$ cat config.mk
export PLATFORM = sky130hd
export DESIGN_NAME = or1200_dec_fsm
export DESIGN_NICKNAME = d
export VERILOG_FILES = /design/src/rtl/or1200_dec_fsm.sv
export SDC_FILE = /design/constraint.sdc
export NUM_CORES = 1
export LEC_CHECK = 0
export ABC_AREA = 1
export BUFFER_PORTS_ARGS = -buffer_cell sky130_fd_sc_hd__buf_2
export CAP_MARGIN = 20
export CORE_MARGIN = 4
export CORE_UTILIZATION = 55
export DETAILED_ROUTE_END_ITERATION = 16
export PLACE_DENSITY_LB_ADDON = 0.12
export SETUP_SLACK_MARGIN = 0.15
export SKIP_CTS_REPAIR_TIMING = 1
export SYNTH_ARGS = -nofsm -noshare
export SYNTH_HDL_FRONTEND = slang
export SYNTH_SLANG_ARGS = --single-unit
$ cat constraint.sdc
create_clock -name clk -period 5.1 [get_ports clk]
set_input_delay 0.51 -clock clk [delete_from_list [all_inputs] [get_ports clk]]
set_output_delay 0.51 -clock clk [all_outputs]
set_load 0.02 [all_outputs]
$ cat src/rtl/or1200_dec_fsm.sv
`timescale 1ns/1ps
// or1200_dec_fsm: load-path decryption engine between dcache and LSU.
// Captures a load word on ack, runs ROUNDS keyed rounds, then pulses unstall.
// Ports:
//   clk, rst (async, active-low)
//   ack_i, lsu_we          : cache ack and LSU store flag
//   dat_i, adr_i, key_i    : ciphertext, address, key (sampled at capture)
//   enc_fsm_unstall        : one-cycle pulse, plaintext ready
//   dat_o                  : registered plaintext
//   busy_o                 : high in RUN or DONE
module or1200_dec_fsm #(
  parameter int unsigned ROUNDS = 4
) (
  input  logic        clk,
  input  logic        rst,
  input  logic        ack_i,
  input  logic        lsu_we,
  input  logic [31:0] dat_i,
  input  logic [31:0] adr_i,
  input  logic [31:0] key_i,
  output logic        enc_fsm_unstall,
  output logic [31:0] dat_o,
  output logic        busy_o
);

  typedef enum logic [1:0] {
    IDLE = 2'd0,
    RUN  = 2'd1,
    DONE = 2'd2
  } state_t;

  localparam logic [3:0] LAST = 4'(ROUNDS - 1);

  state_t      state;
  state_t      nxt;
  logic [3:0]  rnd;
  logic [31:0] d;
  logic [31:0] a;
  logic [31:0] k;
  logic [31:0] round;
  logic        cap;
  logic        last;

  assign cap   = (state == IDLE) && ack_i && !lsu_we;
  assign last  = (state == RUN) && (rnd == LAST);
  assign round = {d[26:0], d[31:27]}
               ^ (k + a + {28'd0, rnd});

  always_ff @(posedge clk or negedge rst) begin
    if (!rst) begin
      state <= IDLE;
    end else begin
      state <= nxt;
    end
  end

  // Encoding 2'd3 is unreachable; the default sends it home.
  always_comb begin
    nxt = IDLE;
    case (state)
      IDLE:    nxt = cap  ? RUN  : IDLE;
      RUN:     nxt = last ? DONE : RUN;
      DONE:    nxt = IDLE;
      default: nxt = IDLE;
    endcase
  end

  always_comb begin
    busy_o          = 1'b0;
    enc_fsm_unstall = 1'b0;
    case (state)
      RUN:  busy_o = 1'b1;
      DONE: begin
        busy_o          = 1'b1;
        enc_fsm_unstall = 1'b1;
      end
      default: begin
        busy_o          = 1'b0;
        enc_fsm_unstall = 1'b0;
      end
    endcase
  end

  // Only the final round result is exposed on dat_o.
  always_ff @(posedge clk or negedge rst) begin
    if (!rst) begin
      rnd   <= 4'd0;
      d     <= 32'd0;
      a     <= 32'd0;
      k     <= 32'd0;
      dat_o <= 32'd0;
    end else if (cap) begin
      rnd <= 4'd0;
      d   <= dat_i;
      a   <= adr_i;
      k   <= key_i;
    end else if (state == RUN) begin
      d <= round;
      if (last) begin
        dat_o <= round;
      end else begin
        rnd <= rnd + 4'd1;
      end
    end
  end

endmodule

==> results of run 1 <==
## path summary, 6_finish.rpt
check                      startpoint   endpoint  slack [ns]  cells past startpoint
setup / recovery               rnd[1]      d[17]        2.39                     12
hold / removal                    rst      k[17]        0.19                      1
setup reg to reg               rnd[1]      d[17]        2.39                     12
hold reg to reg              dat_o[1]   dat_o[1]        0.47                      2
max in group asynchronous         rst  dat_o[14]        3.88                      2
min in group clk             adr_i[3]       a[3]        0.27                      3
## cell type report
type,instances,area [µm²]
clock buffer,18,429
clock inverter,13,148
fill,1370,5340
inverter,136,510
multi-input combinational,851,4420
sequential,134,3350
tap,188,235
timing repair buffer,139,717
## routing by layer
metal	share of wire (%)	track usage, %
met5	0	0
met4	2.9	9.39
met3	5.9	5.80
met2	47	42.2
met1	44	33.1
## per-stage QoR
step	instances	util [%]	area, µm²	hold WS (ns)	worst slack, ns
floorplan	1151	-	8450	0.214	2.73
global placement	1448	61.0	9230	0.454	2.55
detailed placement	1448	61.0	9230	0.460	2.43
CTS	1479	64.8	9810	0.239	2.42
global route	1479	64.8	9810	0.264	2.26
finish	1479	64.8	9810	0.195	2.39
## power breakdown
group | leakage (nW) | switching [mW] | total [mW] | internal (mW)
Combinational | 3.85 | 3.04 | 4.73 | 1.69
Sequential | 1.66 | 0.327 | 1.91 | 1.59
Clock | 0.269 | 0.499 | 1.22 | 0.721
## layout by cell type (no fill, tap or decap), types with 3 or more instances in the layout
cell and n:
inv_6 3, a21oi_2 3, xnor2_1 14, a21oi_1 18, buf_4 6, nor2_2 5
nand3_2 6, clkinv_4 3, clkbuf_16 17, nor2_1 40, o21ai_0 15, buf_2 132
a22o_1 9, ha_1 61, nand2_1 520, fa_1 5, inv_1 130, clkinvlp_4 4
nand3_1 84, nor2_4 3, or2_2 3, xor2_1 27, inv_2 6, nand4_1 4
or2_1 3, dfrtp_1 134, nand2_2 12, o211ai_1 4
## sequential cells by signal (all words and copies together), names as in the netlist
| name | cells |
|---|---|
| dat_o | 32 |
| d | 32 |
| a | 32 |
| state | 2 |
| rnd | 4 |
| k | 32 |
## kinds of logic after synthesis
| kind of cell | Yosys count |
|---|---|
| compound gates | 58 |
| buf+inv | 166 |
| flops | 134 |
| simple gates | 686 |
| fa+ha+maj | 66 |
| xor+xnor | 41 |
## critical path, delay by kind of cell (launching register included)
kind,cells,cell delay (ns)
AOI/OAI and AO/OA,2,0.29
adders and majority gates,3,1.18
buffers and inverters,2,0.21
DFF,1,0.43
and+or+nand+nor,5,0.49
==> flow_metrics.env, run 1 <==
export IMPL_cts_made_buffers=17
export IMPL_h_tree_depth=4
export IMPL_synth_warnings=0
export IMPL_maxCapViolations=0
export IMPL_dpl_hpwl_um=16300
export IMPL_fin_crit_ns=2.71
export IMPL_synth_xor_area_share_pct=4.25
export IMPL_rows=45
export IMPL_dieArea_um2=17400
export IMPL_fin_crit_sh_pct=53.1
export IMPL_areaGrowthSynthToFinish_pct=16.1
export IMPL_setup_violations=0
export IMPL_synthAdderAreaFrac_pct=10.2
export IMPL_synthSimpleGateAreaFrac_pct=33.4
export IMPL_cpMaxStageDelayCell="fa_1"
export IMPL_crit_chain="fa_1 -> ha_1 -> inv_1 -> fa_1 -> inv_1 -> nand3_1 -> nand3_1 -> nand2_1 -> a21oi_1 -> o21ai_0 -> nand3_1 -> nand3_1"
export IMPL_die_h_um=132
export IMPL_grtUsageTotal_pct=25.6
export IMPL_clkLatencyLatePin_ns=0.43
export IMPL_clock_path_buffers=2
export IMPL_crit_top_cell="nand3_1"
export IMPL_hold_violations=0
export IMPL_yosysTopAreaCell="dfrtp_1"
export IMPL_muxShareOfSynthArea_pct=0
export IMPL_syn_cell_area_um2=8450
export IMPL_grt_max_degree=101
export IMPL_core_area_um2=15100
export IMPL_drcViolationCount=0
export IMPL_cts_tree="built"
export IMPL_synthMostInstantiatedCell="nand2_1"
export IMPL_synth_top_area_share_pct=39.7
export IMPL_synth_compound_area_share_pct=4.35
export IMPL_avgRoutedWirePerCell_um=14.8
export IMPL_grt_setup_unrepaired="no"
export IMPL_antenna_found_initial=0
export IMPL_fin_worst_skew_ns=0.00716
export IMPL_routed_wirelength_um=21900
export IMPL_synth_seq_area_share_pct=39.7
export IMPL_endpoint_kind="flop"
export IMPL_critPathKind="reg -> reg"
export IMPL_netlist_top_cells_area="dfrtp_1, nand2_1, ha_1"
export IMPL_max_slew_margin_pct=37.0
export IMPL_vias=7474
export IMPL_p_total_mw=7.86
export IMPL_ir_worst_vdd_v=0.000376
export IMPL_power_leakage_nw=5.78
export IMPL_cp_start_kind="flop"
export IMPL_power_density_nw_per_um2=802
export IMPL_diodes=0
export IMPL_synthArstFlopShare_pct=100
export IMPL_grt_pass1_wl_um=35700
export IMPL_portBuffers=133
export IMPL_tightest_slew_ns=0.943
export IMPL_path_clk_slew_ns=0.06
export IMPL_grt_pass1_vias=7271
export IMPL_syn_nets=1317
export IMPL_layout_nets=1445
export IMPL_final_max_slew_viol_count=0
export IMPL_viasPerCell=5.05
export IMPL_antenna_left=0
export IMPL_synth_top_family_by_area="simple AND/OR/NAND/NOR gates"
export IMPL_drt_pass1_iterations=5
export IMPL_cts_sinks=134
export IMPL_synth_distinct_cells=37
export IMPL_drive_gt1_share_pct=16.2
export IMPL_max_freq_ghz=0.369
export IMPL_min_path_type="in -> async"
export IMPL_ys_ff_latch=134
export IMPL_synth_edf_count=0
export IMPL_grt_ovfl_total=0
export IMPL_cts_root_buf="clkbuf_16"
export IMPL_syn_area_per_cell_um2=7.34
export IMPL_synthTopCellsByCount="nand2_1, dfrtp_1, inv_1, nand3_1, ha_1"
export IMPL_crit_path_max_incr_delay_ns=0.53
export IMPL_critPathArrivalTime_ns=3.02
export IMPL_cp_max_fo=4
export IMPL_run_status="completed"
export IMPL_fin_tns_setup_ns=0
export IMPL_finalWeightedCongestion=0.932
export IMPL_num_io_pins=134
export IMPL_drtIter0Drc=443
export IMPL_die_w_um=132
export IMPL_synth_top_flop_cell="dfrtp_1"
export IMPL_syn_inst=1151
export IMPL_crit_required_ns=5.41
export IMPL_start_util_pct=55.8
Power figures use the tool's default switching activity.
==> run 2: changes to the inputs <==
--- a/config.mk
+++ b/config.mk
@@ -5,7 +5,7 @@
 export SDC_FILE = /design/constraint.sdc
 export NUM_CORES = 1
 export LEC_CHECK = 0
-export ABC_AREA = 1
+export ABC_AREA = 0
 export BUFFER_PORTS_ARGS = -buffer_cell sky130_fd_sc_hd__buf_2
 export CAP_MARGIN = 20
 export CORE_MARGIN = 4
==> constraint.sdc (replaced) <==
create_clock -name clk -period 2.83 [get_ports clk]
set_input_delay 0.283 -clock clk [delete_from_list [all_inputs] [get_ports clk]]
set_output_delay 0.283 -clock clk [all_outputs]
set_load 0.02 [all_outputs]
==> flow_metrics.env, run 2 <==
export IMPL_run_status="finished, violations left"
export IMPL_violations="setup timing"
export IMPL_crit_chain="fa_1 -> ha_2 -> inv_2 -> fa_2 -> and2b_2 -> o2111ai_2 -> nor4b_4 -> o21ai_2 -> a31oi_1 -> o41ai_2 -> xnor2_1 -> a21oi_1 -> a21o_1"
export IMPL_final_common_cell="nand2_1"
export IMPL_final_max_slew_viol_count=0
export IMPL_synth_edf_count=0
export IMPL_die_h_um=126
export IMPL_grt_pass1_wl_um=31800
export IMPL_setup_violations=42
export IMPL_maxCapViolations=0
export IMPL_grt_setup_unrepaired="yes"
export IMPL_cp_start_kind="flop"
export IMPL_h_tree_depth=4
export IMPL_cts_made_buffers=17
export IMPL_dpl_hpwl_um=14100
export IMPL_synth_seq_area_share_pct=44.2
export IMPL_crit_path_max_incr_delay_ns=0.56
export IMPL_fin_crit_ns=3.20
export IMPL_design_area_um2=9840
export IMPL_fin_tns_setup_ns=-8.77
export IMPL_clock_path_buffers=2
export IMPL_critPathArrivalTime_ns=3.52
export IMPL_drt_pass1_iterations=5
export IMPL_netlist_top_cells_area="dfrtp_1, nand2_1, ha_1"
export IMPL_drive_gt1_share_pct=29.1
export IMPL_setup_ws_ns=-0.375
export IMPL_synthMostInstantiatedCell="nand2_1"
export IMPL_areaGrowthSynthToFinish_pct=29.5
export IMPL_yosysTopAreaCell="dfrtp_1"
export IMPL_viasPerCell=5.37
export IMPL_vias=6488
export IMPL_synthTopCellsByCount="nand2_1, dfrtp_1, o21ai_0, ha_1, xnor2_1"
export IMPL_drtIter0Drc=390
export IMPL_portBuffers=133
export IMPL_antenna_left=0
export IMPL_worst_path_buf_inv=1
export IMPL_num_io_pins=134
export IMPL_crit_family="adder cells"
export IMPL_path_clk_slew_ns=0.06
export IMPL_syn_area_per_cell_um2=9.00
export IMPL_max_freq_ghz=0.312
export IMPL_drcViolationCount=0
export IMPL_grt_ovfl_total=0
export IMPL_synth_top_flop_cell="dfrtp_1"
export IMPL_diodes=0
export IMPL_endpoint_kind="flop"
export IMPL_grt_max_degree=71
export IMPL_cts_root_buf="clkbuf_16"
export IMPL_antenna_found_initial=0
export IMPL_cts_tree="built"
export IMPL_rows=42
export IMPL_synth_distinct_cells=50
export IMPL_cts_sinks=134
export IMPL_synth_warnings=0
export IMPL_dieArea_um2=15800
export IMPL_finalWeightedCongestion=0.918
export IMPL_fillers=992
export IMPL_routed_wirelength_um=19800
export IMPL_crit_required_ns=3.15
export IMPL_synthArstFlopShare_pct=100
export IMPL_ys_ff_latch=134
export IMPL_tightest_slew_ns=0.506
export IMPL_pre_cts_slack_ns=-0.398
export IMPL_start_util_pct=56.7
export IMPL_critPathKind="reg -> reg"
export IMPL_core_area_um2=13400
export IMPL_max_slew_margin_pct=66.2
export IMPL_die_w_um=126
export IMPL_min_path_type="in -> reg"
export IMPL_clkLatencyLatePin_ns=0.42
export IMPL_fin_worst_skew_ns=0.00862
export IMPL_synth_top_area_share_pct=44.2
export IMPL_grtUsageTotal_pct=25.1
export IMPL_cp_max_fo=2
export IMPL_syn_inst=844
export IMPL_syn_cell_area_um2=7590
export IMPL_grt_pass1_vias=6386
export IMPL_place_area_um2=8790
export IMPL_layout_common_cells="nand2_1, dfrtp_1, buf_2"
export IMPL_syn_nets=1010
export IMPL_hold_violations=0
export IMPL_fin_crit_sh_pct=113
export IMPL_layout_nets=1187
export IMPL_avgRoutedWirePerCell_um=16.4
export IMPL_cpMaxStageDelayCell="fa_1"
## run 2: cell count changes after synthesis, moves of 18 or more
cell      delta
a21oi_1     +22
nor2_1      -19
clkbuf_1    +21
xnor2_1     +36
o21ai_0     +60
nand3_1     -75
buf_2       -18
nand2_1    -246
a21o_1      +19
inv_1      -116
## run 2: path summary, 6_finish.rpt
check	from	slack, ns	cells after the start	to
min in group asynchronous	rst	0.36	2	state[0]
min	key_i[26]	0.05	3	k[26]
max reg2reg	a[1]	-0.37	13	d[29]
min reg2reg	a[17]	0.48	2	a[17]
max in group asynchronous	rst	1.68	3	k[19]
max	a[1]	-0.37	13	d[29]
## run 2: layer usage
layer	track usage, %	wire, µm	vias up
met5	0	0	-
met4	5.74	199	0
met3	5.80	1180	16
met2	41.3	9780	192
met1	33.9	8660	3087
li1	-	-	3193
## run 2: final cells by class
cell class / count / area, µm² / share of cell area (%)
timing repair buffer: 198 / 1210 / 12.4
inverter: 15 / 56.3 / 0.572
sequential: 134 / 3350 / 34.1
tap: 176 / 220 / 2.24
clock inverter: 13 / 180 / 1.83
clock buffer: 18 / 439 / 4.46
multi-input combinational: 655 / 4370 / 44.5
## run 2: tightest hold or removal path, cell delays in order
cell and delay [ns]:
buf_2 0.07, nand2_1 0.04, nand2_1 0.04
## run 2: cells by family after synthesis
kind of cell / count (synthesis) / share of synthesized area, %
simple gates: 335 / 18.3
compound gates: 175 / 14.1
flops: 134 / 44.2
xor+xnor: 66 / 7.61
fa+ha+maj: 66 / 11.4
buf+inv: 55 / 2.75
mux: 13 / 1.80
## run 2: per-stage QoR
| step | utilization (%) | hold slack [ns] | cells |
|---|---|---|---|
| 4_1_cts | 70.3 | -0.171 | 1196 |
| 5_1_grt | 73.4 | 0.0421 | 1209 |
| 6_report | 73.4 | 0.0465 | 1209 |
| 3_5_place_dp | 65.6 | 0.277 | 1165 |
| 2_1_floorplan | - | -0.0126 | 844 |
| 3_3_place_gp | 65.6 | 0.271 | 1165 |
Power of run 2 is not shown: default switching activity piles up to over one toggle a cycle in this logic, so the estimate is an artifact.
==> run 3: changes to the inputs <==
--- a/config.mk
+++ b/config.mk
@@ -5,11 +5,10 @@
 export SDC_FILE = /design/constraint.sdc
 export NUM_CORES = 1
 export LEC_CHECK = 0
-export ABC_AREA = 0
 export BUFFER_PORTS_ARGS = -buffer_cell sky130_fd_sc_hd__buf_2
 export CAP_MARGIN = 20
 export CORE_MARGIN = 4
-export CORE_UTILIZATION = 55
+export CORE_UTILIZATION = 51
 export DETAILED_ROUTE_END_ITERATION = 16
 export PLACE_DENSITY_LB_ADDON = 0.12
 export SETUP_SLACK_MARGIN = 0.15
==> constraint.sdc (replaced) <==
create_clock -name clk -period 2.7 [get_ports clk]
set_input_delay 0.27 -clock clk [delete_from_list [all_inputs] [get_ports clk]]
set_output_delay 0.27 -clock clk [all_outputs]
set_load 0.02 [all_outputs]
==> flow_metrics.env, run 3 (same netlist as run 2, synthesis figures left out) <==
export IMPL_drive_gt1_share_pct=30.3
export IMPL_fin_crit_ns=3.22
export IMPL_h_tree_depth=4
export IMPL_max_freq_ghz=0.311
export IMPL_crit_path_max_incr_delay_ns=0.63
export IMPL_die_w_um=130
export IMPL_hold_violations=0
export IMPL_fillers=1189
export IMPL_startpoint="k[2]"
export IMPL_vias=6462
export IMPL_cts_sinks=134
export IMPL_max_slew_margin_pct=54.1
export IMPL_antenna_left=0
export IMPL_dpl_hpwl_um=14500
export IMPL_viasPerCell=5.22
export IMPL_die_h_um=130
export IMPL_portBuffers=133
export IMPL_grt_setup_unrepaired="yes"
export IMPL_drcViolationCount=0
export IMPL_cts_made_buffers=17
export IMPL_cts_tree="built"
export IMPL_avgRoutedWirePerCell_um=16.1
export IMPL_min_from="adr_i[27]"
export IMPL_violations="setup timing"
export IMPL_dp_cells=1197
export IMPL_min_path_type="in -> reg"
export IMPL_critPathKind="reg -> reg"
export IMPL_num_io_pins=134
export IMPL_crit_required_ns=3.01
export IMPL_run_status="finished, violations left"
export IMPL_final_max_slew_viol_count=0
export IMPL_fin_crit_sh_pct=119
export IMPL_cpMaxStageDelayCell="fa_1"
export IMPL_grt_max_degree=74
export IMPL_hold_ws_ns=0.0365
export IMPL_endpoint_kind="flop"
export IMPL_clock_path_buffers=2
export IMPL_instances_no_fill=1237
export IMPL_grt_ovfl_total=0
export IMPL_areaGrowthSynthToFinish_pct=32.1
export IMPL_maxCapViolations=0
export IMPL_setup_ws_ns=-0.516
export IMPL_fin_tns_setup_ns=-12.59
export IMPL_layout_nets=1206
export IMPL_drtIter0Drc=401
export IMPL_grt_pass1_wl_um=31600
export IMPL_path_clk_slew_ns=0.06
export IMPL_diodes=0
export IMPL_start_util_pct=52.3
export IMPL_layout_common_cells="nand2_1, dfrtp_1, buf_2"
export IMPL_reg2reg_from="k[2]"
export IMPL_cts_root_buf="clkbuf_16"
export IMPL_drt_pass1_iterations=6
export IMPL_routed_wirelength_um=19900
export IMPL_fin_worst_skew_ns=0.00719
export IMPL_clkLatencyLatePin_ns=0.42
export IMPL_critPathArrivalTime_ns=3.53
export IMPL_tightest_slew_ns=0.688
export IMPL_rows=44
export IMPL_grt_pass1_vias=6218
export IMPL_core_area_um2=14500
export IMPL_dieArea_um2=16900
export IMPL_cp_start_kind="flop"
export IMPL_setup_violations=45
export IMPL_cp_max_fo=2
export IMPL_final_common_cell="nand2_1"
export IMPL_crit_chain="fa_1 -> ha_4 -> a21oi_4 -> nor2_4 -> o2111ai_2 -> nand4bb_1 -> a2111o_1 -> a41oi_2 -> xnor2_1 -> a21oi_1 -> a21o_1"
export IMPL_finalWeightedCongestion=0.857
export IMPL_antenna_found_initial=0
export IMPL_grtUsageTotal_pct=23.9
[run 3: cell types whose count changed in the layout (fill, tap and decap cells not counted), sizes merged]
cell	delta
bufinv	-1
clkbuf	+2
inv	-1
buf	+19
clkinv	+1
[run 3: layer usage]
metal / routed length [µm] / vias to the layer above / GRT usage [%]
met1: 9150 / 3055 / 33.1
met5: 0 / - / 0
li1: - / 3238 / -
met2: 9350 / 146 / 37.7
met4: 365 / 0 / 7.03
met3: 983 / 23 / 5.57
[run 3: final cells by class]
cell class              count  area [µm²]  area share [%]
multi-input cells         655        4430            44.1
flip-flops and latches    134        3350            33.4
repair buffers            217        1370            13.6
clock buffers              20         447            4.45
well taps                 184         230            2.29
clock inverters            12         154            1.53
inverters                  15        56.3           0.561
[run 3: final timing paths]
| path | endpoint | slack [ns] | cells after the start |
|---|---|---|---|
| worst max-delay path | d[28] | -0.52 | 11 |
| worst min-delay path | a[27] | 0.04 | 3 |
| worst max register to register | d[28] | -0.52 | 11 |
| worst min register to register | dat_o[3] | 0.48 | 2 |
| max in group asynchronous | dat_o[29] | 1.47 | 3 |
| min in group asynchronous | d[0] | 0.43 | 2 |
[run 3: per-stage QoR]
| stage | util (%) | setup slack (ns) | cell area, µm² |
|---|---|---|---|
| final | 69.1 | -0.516 | 10000 |
| after global routing | 69.1 | -0.637 | 10000 |
| after CTS | 66.0 | -0.559 | 9590 |
| after detailed placement | 61.9 | -0.539 | 8990 |
| after global placement | 61.9 | -0.451 | 8990 |
| after floorplan | - | -0.282 | 7630 |
[run 3: worst max-delay path: cells and delay by family, from the launching register on]
family                     cells  cell delay (ns)
DFF                            1             0.40
and+or+nand+nor                2             0.30
xor gates and xnor gates       1             0.17
AOI/OAI and AO/OA              6             1.38
adders and majority gates      2             0.86
Power of run 3 is left out for the same reason.
